--- config.mk ---
export PLATFORM = sky130hd
export DESIGN_NAME = pipeline_hazard_int_ctrl
export DESIGN_NICKNAME = d
export VERILOG_FILES = /design/src/rtl/pipeline_hazard_int_ctrl.sv
export SDC_FILE = /design/constraint.sdc
export NUM_CORES = 1
export LEC_CHECK = 0
export BUFFER_PORTS_ARGS = -buffer_cell sky130_fd_sc_hd__buf_2
export CAP_MARGIN = 0
export CORE_MARGIN = 4
export CORE_UTILIZATION = 35
export DETAILED_ROUTE_END_ITERATION = 8
export HOLD_SLACK_MARGIN = 0.05
export PLACE_DENSITY = 0.69
export SYNTH_ARGS = -nofsm -noshare
export SYNTH_HDL_FRONTEND = slang
export SYNTH_SLANG_ARGS = --single-unit
--- constraint.sdc ---
create_clock -name clk -period 1.8 [get_ports clk]
set_input_delay 0.09 -clock clk [delete_from_list [all_inputs] [get_ports clk]]
set_output_delay 0.09 -clock clk [all_outputs]
set_load 0.03 [all_outputs]
--- src/rtl/pipeline_hazard_int_ctrl.sv ---
// ---------------------------------------------------------------------------
// pipeline_hazard_int_ctrl
//
// Purpose
//   Combined pipeline hazard controller and interrupt sequencer. In normal
//   operation it resolves branch flushes and load-use stalls combinationally.
//   On a rising edge of interrupt_signal it drains the pipeline for
//   DRAIN_CYCLES bubbles. It then pushes the PC (LSW first) and a flags word
//   as DATA_W-wide stack words, and finally loads the interrupt vector into
//   the PC.
//
// Optional feature (compile-time macro INT_PENDING_EN)
//   Defined   : an interrupt edge seen while the sequencer is busy is
//               remembered in a single pending bit. VECTOR then re-enters
//               DRAIN instead of returning to IDLE.
//   Undefined : edges outside IDLE are dropped. No pending register exists.
//
// Ports
//   clk, rst          rising-edge clock, synchronous active-high reset
//   interrupt_signal  external interrupt request (edge detected)
//   branch_result     branch taken, resolved in execute
//   mem_read_dec      decode-stage instruction is a load
//   r_dst_dec         decode-stage destination register
//   r_src_fetch       fetch-stage source register
//   r_dst_fetch       fetch-stage destination register
//   int_push_ready    stack port accepts a push this cycle
//   pc_write          PC register update enable
//   stall_fetch       hold fetch pipeline register
//   stall_decode      hold decode pipeline register
//   flush_fetch       clear fetch-stage instruction
//   flush_decode      insert bubble into decode output
//   int_push_valid    push word requested
//   int_push_idx      word select: 0 = PC LSW .. PUSH_WORDS-1 = flags
//   int_pc_load       PC mux selects int_vector
//   int_vector        interrupt vector address (VECTOR_ADDR)
//   int_busy          sequencer not idle
// ---------------------------------------------------------------------------
module pipeline_hazard_int_ctrl #(
    parameter int              DATA_W       = 16,
    parameter int              PC_W         = 32,
    parameter int              REG_AW       = 3,
    parameter int              DRAIN_CYCLES = 3,
    parameter logic [PC_W-1:0] VECTOR_ADDR  = '0
) (
    input  logic                                clk,
    input  logic                                rst,
    input  logic                                interrupt_signal,
    input  logic                                branch_result,
    input  logic                                mem_read_dec,
    input  logic [REG_AW-1:0]                   r_dst_dec,
    input  logic [REG_AW-1:0]                   r_src_fetch,
    input  logic [REG_AW-1:0]                   r_dst_fetch,
    input  logic                                int_push_ready,
    output logic                                pc_write,
    output logic                                stall_fetch,
    output logic                                stall_decode,
    output logic                                flush_fetch,
    output logic                                flush_decode,
    output logic                                int_push_valid,
    output logic [$clog2(PC_W/DATA_W+1)-1:0]    int_push_idx,
    output logic                                int_pc_load,
    output logic [PC_W-1:0]                     int_vector,
    output logic                                int_busy
);

    localparam int PUSH_WORDS = PC_W / DATA_W + 1;
    localparam int IDX_W      = $clog2(PUSH_WORDS);

    localparam logic [3:0]       DRAIN_LAST = 4'(DRAIN_CYCLES - 1);
    localparam logic [IDX_W-1:0] WORD_LAST  = IDX_W'(PUSH_WORDS - 1);

    localparam logic [1:0] S_IDLE   = 2'd0;
    localparam logic [1:0] S_DRAIN  = 2'd1;
    localparam logic [1:0] S_PUSH   = 2'd2;
    localparam logic [1:0] S_VECTOR = 2'd3;

    logic [1:0]       r_state;
    logic [3:0]       r_drain_cnt;
    logic [IDX_W-1:0] r_word_cnt;
    logic             r_irq_q;

    logic w_irq_edge;
    logic w_load_use;
    logic w_restart;

    assign w_irq_edge = interrupt_signal & ~r_irq_q;
    assign w_load_use = mem_read_dec &
                        ((r_dst_dec == r_src_fetch) | (r_dst_dec == r_dst_fetch));

`ifdef INT_PENDING_EN
    logic r_pending;

    // An edge arriving in VECTOR itself counts as well, so that it is not lost
    // when the pending bit is being cleared in the same cycle.
    assign w_restart = r_pending | w_irq_edge;

    always_ff @(posedge clk) begin
        if (rst) begin
            r_pending <= 1'b0;
        end else if (r_state == S_VECTOR) begin
            r_pending <= 1'b0;
        end else if (w_irq_edge && (r_state != S_IDLE)) begin
            r_pending <= 1'b1;
        end
    end
`else
    assign w_restart = 1'b0;
`endif

    // Edge register resets to 1 so that a level already high when reset is
    // released does not look like a new request.
    always_ff @(posedge clk) begin
        if (rst) begin
            r_state     <= S_IDLE;
            r_drain_cnt <= '0;
            r_word_cnt  <= '0;
            r_irq_q     <= 1'b1;
        end else begin
            r_irq_q <= interrupt_signal;
            case (r_state)
                S_IDLE: begin
                    if (w_irq_edge) begin
                        r_state     <= S_DRAIN;
                        r_drain_cnt <= '0;
                        r_word_cnt  <= '0;
                    end
                end
                S_DRAIN: begin
                    if (r_drain_cnt == DRAIN_LAST) begin
                        r_state     <= S_PUSH;
                        r_drain_cnt <= '0;
                    end else begin
                        r_drain_cnt <= r_drain_cnt + 4'd1;
                    end
                end
                S_PUSH: begin
                    // int_push_valid is always high here, so a push
                    // handshake reduces to int_push_ready.
                    if (int_push_ready) begin
                        if (r_word_cnt == WORD_LAST) begin
                            r_state    <= S_VECTOR;
                            r_word_cnt <= '0;
                        end else begin
                            r_word_cnt <= r_word_cnt + 1'b1;
                        end
                    end
                end
                S_VECTOR: begin
                    r_state <= w_restart ? S_DRAIN : S_IDLE;
                end
                default: begin
                    r_state <= S_IDLE;
                end
            endcase
        end
    end

    always_comb begin
        pc_write       = 1'b0;
        stall_fetch    = 1'b0;
        stall_decode   = 1'b0;
        flush_fetch    = 1'b0;
        flush_decode   = 1'b0;
        int_push_valid = 1'b0;
        int_push_idx   = '0;
        int_pc_load    = 1'b0;
        int_vector     = '0;
        int_busy       = 1'b0;
        if (rst) begin
            flush_fetch  = 1'b1;
            flush_decode = 1'b1;
        end else begin
            int_vector = VECTOR_ADDR;
            case (r_state)
                S_IDLE: begin
                    if (branch_result) begin
                        flush_fetch  = 1'b1;
                        flush_decode = 1'b1;
                        pc_write     = 1'b1;
                    end else if (w_load_use) begin
                        stall_fetch  = 1'b1;
                        flush_decode = 1'b1;
                    end else begin
                        pc_write = 1'b1;
                    end
                end
                S_DRAIN: begin
                    int_busy     = 1'b1;
                    stall_fetch  = 1'b1;
                    flush_decode = 1'b1;
                    flush_fetch  = branch_result;
                end
                S_PUSH: begin
                    int_busy       = 1'b1;
                    stall_fetch    = 1'b1;
                    flush_decode   = 1'b1;
                    int_push_valid = 1'b1;
                    int_push_idx   = r_word_cnt;
                end
                S_VECTOR: begin
                    int_busy     = 1'b1;
                    int_pc_load  = 1'b1;
                    pc_write     = 1'b1;
                    flush_fetch  = 1'b1;
                    flush_decode = 1'b1;
                end
                default: begin
                    int_busy = 1'b0;
                end
            endcase
        end
    end

endmodule
==> reports/summary.txt, run 1 <==
Setup violators final: 0
Number of hold violations in the final report: 0
Post-synthesis instance area: 957 sq um
R2R Path Start: r_drain_cnt[0]
Result of the run: finished, final reports clean
Wire length of the first global-routing pass: 3010 um
R2r setup slk: 60 ps
Synthesis-to-finish area growth: 13.2%
Ys async rst share: 0
Share of final-layout standard cells stronger than drive strength 1: 0.260
Max-cap violations: 0
Clock network latency to the later pin of the worst-skew pair: 260 ps
Max Clock Freq: 574 MHz
CTS sink cnt: 9
Synthesized area per cell: 7.98 sq um
CP Cell Sequence: inv_2 -> ha_4 -> or3b_1 -> a222oi_1 -> buf_4 -> mux2i_1 -> nor2_1
Clock-pin slew of the registers on the worst-case setup and hold paths: 60 ps
Critical path depth: 7
Data arrival time at the worst-slack endpoint: 1890 ps
Placement row count: 18
Via count of the first global-routing pass: 724
# IOs: 57
Crit path launch: r_drain_cnt[0]
Die width: 60.3 um
Cts bufs inserted: 3
IR Drop Worst-Case VDD: 0.575 mV
Timing endpoint of the critical path: r_state[1]
Gr ovfl total: 0
Buffers from clock root to sink, at most: 2
Largest delay share family, worst path: simple AND/OR/NAND/NOR gates
End of the worst register-to-register path: r_state[1]
Vert. Die Dim: 60.3 um
CTS tree: built
Part of the cycle the worst path needs: 0.967
Detailed-placement wirelength estimate: 1500 um
Largest clock skew in the final design: 3.94 ps
Count of pins over their slew limit: 0
Detailed Route Iter0 Violations: 21
Compound-Gate Fraction of Synth Area: 0.128
Cell with the largest stage delay on the worst path: or3b_1
Routed length per placed instance: 11.2 um
Utilization after layout: 0.426
Number of flops mapped to enable cells by yosys: 0
Clock Root Buffer: clkbuf_4
Distinct cell type count of the synthesized netlist: 32
Initial antenna violation count: 0
Maximum level of the CTS H-tree: 1
Final antenna diode count: 0
Port buffer count: 23
Power density over the cells: 1120 nW/um^2
Final ANT Viol Nets: 0
Initial Utilization: 0.376
Class of the worst hold path: input pin to flip-flop
Maximum number of pins on one net before global-route repair: 19
Simple-gate share of the synthesized area: 0.171
Final weighted congestion of routability-driven global placement: 0.786
Prevailing post-synth register cell: dfxtp_1
Peak fanout along the critical path: 3
Critical Path Source Type: flip-flop
# DRC: 0
Instance count of the mapped netlist: 120
Area of the die: 3640 sq um
Vias after detailed routing: 812
Post-synthesis share of cell area spent on xor and xnor gates: 0.0549
Buffer and inverter count on the worst path: 2
Leakage power total: 0.000524 uW
Placeable Area: 2540 sq um
Multiplexer share of the synthesized area: 0.0536
Slew of the pin with the lowest slew margin: 468 ps
Largest family of logic cells by synthesized area: buffers and inverters
Min Tclk post-route: 1740 ps
Slew margin rel.: 0.680
WS Path Type: flip-flop to flip-flop
Depth of the most critical reg-to-reg path: 7
Yosys warns: 0
Global-route total usage across every layer: 0.110
Post-detailed-route via-to-cell ratio: 4.51
Setup total negative slack: 0 ps
Slowest Stage Delay on Critical Path: 340 ps
TritonRoute pass-1 iters: 4
Seq cells post-synth: 9
Worst setup EP type: flip-flop
Fillers: 275
Final #Nets: 174
Adder-cell share of the synthesized area: 0.105
Sequential cell area fraction in the yosys report: 0.188
Routed wire length: 2010 um
WP data required: 1950 ps
## cell usage after synthesis (2+ instances only)
| cell | n | area, sq um |
|---|---|---|
| nand3_1 | 2 | 10.0 |
| ha_1 | 8 | 100 |
| buf_4 | 33 | 248 |
| dfxtp_1 | 9 | 180 |
| and2_1 | 2 | 12.5 |
| nand2b_1 | 4 | 25.0 |
| a2111oi_0 | 2 | 17.5 |
| nand2_1 | 2 | 7.51 |
| inv_1 | 6 | 22.5 |
| nor3_1 | 2 | 10.0 |
| nor2b_1 | 2 | 12.5 |
| nand4_1 | 3 | 18.8 |
| a21o_1 | 2 | 15.0 |
| nor2_1 | 12 | 45.0 |
| xnor2_1 | 6 | 52.6 |
| mux2i_1 | 4 | 40.0 |
| a21oi_1 | 5 | 25.0 |
| clkbuf_1 | 2 | 7.51 |
## cells in the final DEF, fill, tap and decap left out, drive strengths merged
cell         synthesis  layout
ha                   8       8
nand2b               4       4
nand2                2       2
o21ai                1       1
inv                  6       6
nor2b                2       2
dfxtp                9       9
a222oi               1       1
a22oi                1       1
a32o                 1       1
buf                 34      29
dlygate4sd3          0       1
nor2                12      12
or3b                 1       1
nor3                 2       2
a2111oi              2       2
nand4                3       3
and2                 2       2
a21oi                5       5
a21o                 2       2
conb                 1      33
mux2                 1       1
a211oi               1       1
xnor2                6       6
a221oi               1       1
nand3b               1       1
nand3                2       2
mux2i                4       4
o21a                 1       1
a211o                1       1
or2                  1       1
clkbuf               2       4
## per-stage QoR
stage	hold slack (ps)	cell area (sq um)	total power (uW)	setup WS, ps	instances
2_1_floorplan	197	1080	827	81.2	152
3_3_place_gp	296	1010	931	46.2	174
3_5_place_dp	299	1010	951	-16.9	174
4_1_cts	189	1040	1120	1.91	179
5_1_grt	224	1080	1310	-25.3	180
6_report	178	1080	1210	59.3	180
## registers in the layout, summed over array words and instances, names as in the netlist
register,flops
r_state,2
r_irq_q,1
r_drain_cnt,4
r_word_cnt,2
## worst min path at each step
stage / depth (start not counted) / endpoint / start / slack, ps
after global placement: 2 / r_irq_q / interrupt_signal / 300
after CTS: 2 / r_word_cnt[0] / rst / 190
after global routing: 2 / r_state[1] / rst / 220
final: 2 / r_word_cnt[0] / rst / 180
after detailed placement: 2 / r_irq_q / interrupt_signal / 300
after floorplan: 1 / r_irq_q / interrupt_signal / 200
## where the power goes
| group | switching [uW] | internal (uW) | leakage, uW | total [uW] |
|---|---|---|---|---|
| Sequential | 15.8 | 227 | 0.0000736 | 243 |
| Combinational | 503 | 308 | 0.000436 | 811 |
| Clock | 72.7 | 85.6 | 0.0000150 | 158 |
| Total | 591 | 621 | 0.000524 | 1210 |
## layer usage
| layer | vias to the layer above | global-route usage | part of all wire |
|---|---|---|---|
| li1 | 396 | - | - |
| met1 | 359 | 0.139 | 0.39 |
| met2 | 50 | 0.168 | 0.46 |
| met3 | 7 | 0.0302 | 0.12 |
| met4 | 0 | 0.0570 | 0.030 |
| met5 | - | 0 | 0 |
## final cells by class
type | instances | area (sq um) | area share
repair buffers | 30 | 170 | 0.157
clock buffers | 4 | 26.3 | 0.0242
well taps | 30 | 37.5 | 0.0346
inverters | 6 | 22.5 | 0.0208
flip-flops and latches | 9 | 181 | 0.167
multi-input cells | 101 | 646 | 0.596
## kinds of logic after synthesis
group                    count (synthesis)
multiplexers                             5
flip-flops                               9
AND/OR/NAND/NOR                         32
other                                    1
AO/OA/AOI/OAI                           17
adder cells (fa/ha/maj)                  8
XOR/XNOR                                 6
buffers and inverters                   42
## repair_timing
item,4_1_cts,5_1_grt
hold buffers,1,0
resized for setup,1,7
cloned,0,0
pin swaps,0,1
buffers inserted,0,1
endpoints found under the hold margin,1,0
setup endpoints to repair,2,7
No activity file was read; power rests on OpenSTA's default activity.
==> run 2: changes to the inputs <==
--- a/config.mk
+++ b/config.mk
@@ -7,6 +7,7 @@
 export LEC_CHECK = 0
 export BUFFER_PORTS_ARGS = -buffer_cell sky130_fd_sc_hd__buf_2
 export CAP_MARGIN = 0
+export CORE_ASPECT_RATIO = 1.2
 export CORE_MARGIN = 4
 export CORE_UTILIZATION = 35
 export DETAILED_ROUTE_END_ITERATION = 8
@@ -15,3 +16,4 @@
 export SYNTH_ARGS = -nofsm -noshare
 export SYNTH_HDL_FRONTEND = slang
 export SYNTH_SLANG_ARGS = --single-unit
+export TNS_END_PERCENT = 30
==> run 2 against run 1 <==
Against the previous run: clock skew barely moved; critical endpoint unchanged; worst hold slack improved by 7.8 ps; wire length fell by 4.6%; power fell by 0.92%; maximum frequency fell by 0.84%; cell area did not move; largest power group unchanged; sequential share of layout area did not move.
==> reports/summary.txt, run 2 (synthesis results as in run 1) <==
Result of the run: finished, final reports clean
Most common cell after layout, fill and taps aside: conb_1
Largest registers: r_drain_cnt: 4 flops, r_state: 2 flops, r_word_cnt: 2 flops
CTS sink cnt: 9
Wire length of the first global-routing pass: 2930 um
Largest clock skew in the final design: 4.03 ps
Routed wire length: 1920 um
Busiest metal layer after global routing: met2
# IOs: 57
Vias after detailed routing: 817
Detailed Route Iter0 Violations: 8
Final #Nets: 172
Die width: 55.7 um
# DRC: 0
Peak fanout along the critical path: 3
CP Cell Sequence: inv_2 -> ha_4 -> or3b_1 -> a222oi_1 -> mux2i_1 -> nor2_1
Final total power: 1200 uW
CTS tree: built
Min Tclk post-route: 1760 ps
End of the worst register-to-register path: r_state[1]
WP data required: 1950 ps
Initial antenna violation count: 0
Final ANT Viol Nets: 0
Detailed-placement wirelength estimate: 1630 um
GR Layer Usage met3: 0.0196
Maximum level of the CTS H-tree: 1
Class of the worst hold path: input pin to flip-flop
Data arrival time at the worst-slack endpoint: 1910 ps
Commonest cells after routing, fill and taps aside: 33 x conb_1, 22 x buf_2, 12 x nor2_1
Buffers from clock root to sink, at most: 2
Placed Instances: 176
IR Drop Worst-Case VDD: 0.700 mV
Initial Utilization: 0.371
Leakage power total: 0.000517 uW
Max reg flops: 4
Post-detailed-route via-to-cell ratio: 4.51
Met1 capacity usage during global routing: 0.104
Count of pins over their slew limit: 0
Part of the cycle the worst path needs: 0.975
Filler-free cell count of the finished design: 181
R2r setup slk: 40 ps
Routed length per placed instance: 10.6 um
Clock-pin slew of the registers on the worst-case setup and hold paths: 70 ps
Share of final-layout standard cells stronger than drive strength 1: 0.270
Cts bufs inserted: 3
Met2 routing resource usage after global routing: 0.186
Number of hold violations in the final report: 0
Placeable Area: 2580 sq um
Setup repair after global routing missed its margin: yes
Maximum number of pins on one net before global-route repair: 19
Final antenna diode count: 0
Vert. Die Dim: 65.3 um
WS Path Type: flip-flop to flip-flop
Crit path launch: r_drain_cnt[0]
Cell with the largest stage delay on the worst path: a222oi_1
Power density over the cells: 1110 nW/um^2
Clock Root Buffer: clkbuf_4
Worst setup EP type: flip-flop
Biggest register: r_drain_cnt
Hold EP: r_word_cnt[0]
Setup WS pre-CTS: -31.4 ps
Setup violators final: 0
Worst hold stages: 2
Clock network latency to the later pin of the worst-skew pair: 270 ps
Critical Path Source Type: flip-flop
Final weighted congestion of routability-driven global placement: 0.797
Placement row count: 20
Area of the die: 3640 sq um
Via count of the first global-routing pass: 724
Depth of the most critical reg-to-reg path: 6
Setup ws final: 44.5 ps
Gr ovfl total: 0
Max-cap violations: 0
Synthesis-to-finish area growth: 13.2%
R2R Path Start: r_drain_cnt[0]
TritonRoute pass-1 iters: 4
Max Clock Freq: 570 MHz
Port buffer count: 23
Slowest Stage Delay on Critical Path: 440 ps
Global-route total usage across every layer: 0.104
Hold_sp: rst
-- run 2: area by class of cell --
type | count | area, sq um
inverters | 6 | 22.5
clock buffers | 3 | 22.5
clock inverters | 1 | 5.00
repair buffers | 28 | 158
well taps | 33 | 41.3
fillers | 250 | 1490
flip-flops and latches | 9 | 181
multi-input cells | 101 | 653
-- run 2: worst max-delay path, delay by kind of cell, from the launching register on --
family	cells	cell delay (ps)
compound gates	1	440
fa+ha+maj	1	140
buf+inv	1	80
flops	1	330
mux	1	240
simple gates	2	410
-- run 2: routing by layer --
metal / up-vias / part of all wire
met1: 376 / 0.33
li1: 398 / -
met4: 0 / 0.030
met3: 5 / 0.080
met2: 38 / 0.55
met5: - / 0
-- run 2: what timing repair did --
| item | CTS | global route |
|---|---|---|
| hold buffers | 1 | 0 |
| pin swaps | 2 | 1 |
| cloned | 0 | 0 |
| gates resized for setup | 3 | 9 |
| endpoints found under the setup margin | 4 | 7 |
| hold endpoints to repair | 1 | 0 |
| buffers inserted | 0 | 0 |
-- run 2: power breakdown --
part / total [uW] / internal (uW) / switching [uW]
Sequential: 251 / 227 / 23.8
Combinational: 791 / 304 / 487
Clock: 159 / 82.2 / 77.1
Total: 1200 / 613 / 588
-- run 2: worst max path at each step --
stage | end | slack [ps] | cells after the start
2_1_floorplan | pc_write | 80 | 5
3_3_place_gp | r_state[1] | 50 | 6
3_5_place_dp | r_state[1] | -30 | 6
4_1_cts | pc_write | 8 | 6
5_1_grt | r_state[1] | -60 | 6
6_report | r_state[1] | 40 | 6
-- run 2: per-stage QoR --
stage          hold WS [ps]  utilization  cell area, sq um  TNS (ps)
6_report                186        0.420              1080         0
5_1_grt                 196        0.420              1080     -58.9
4_1_cts                 181        0.406              1050         0
3_5_place_dp            298        0.389              1000     -31.4
3_3_place_gp            296        0.389              1000         0
2_1_floorplan           197            -              1080         0
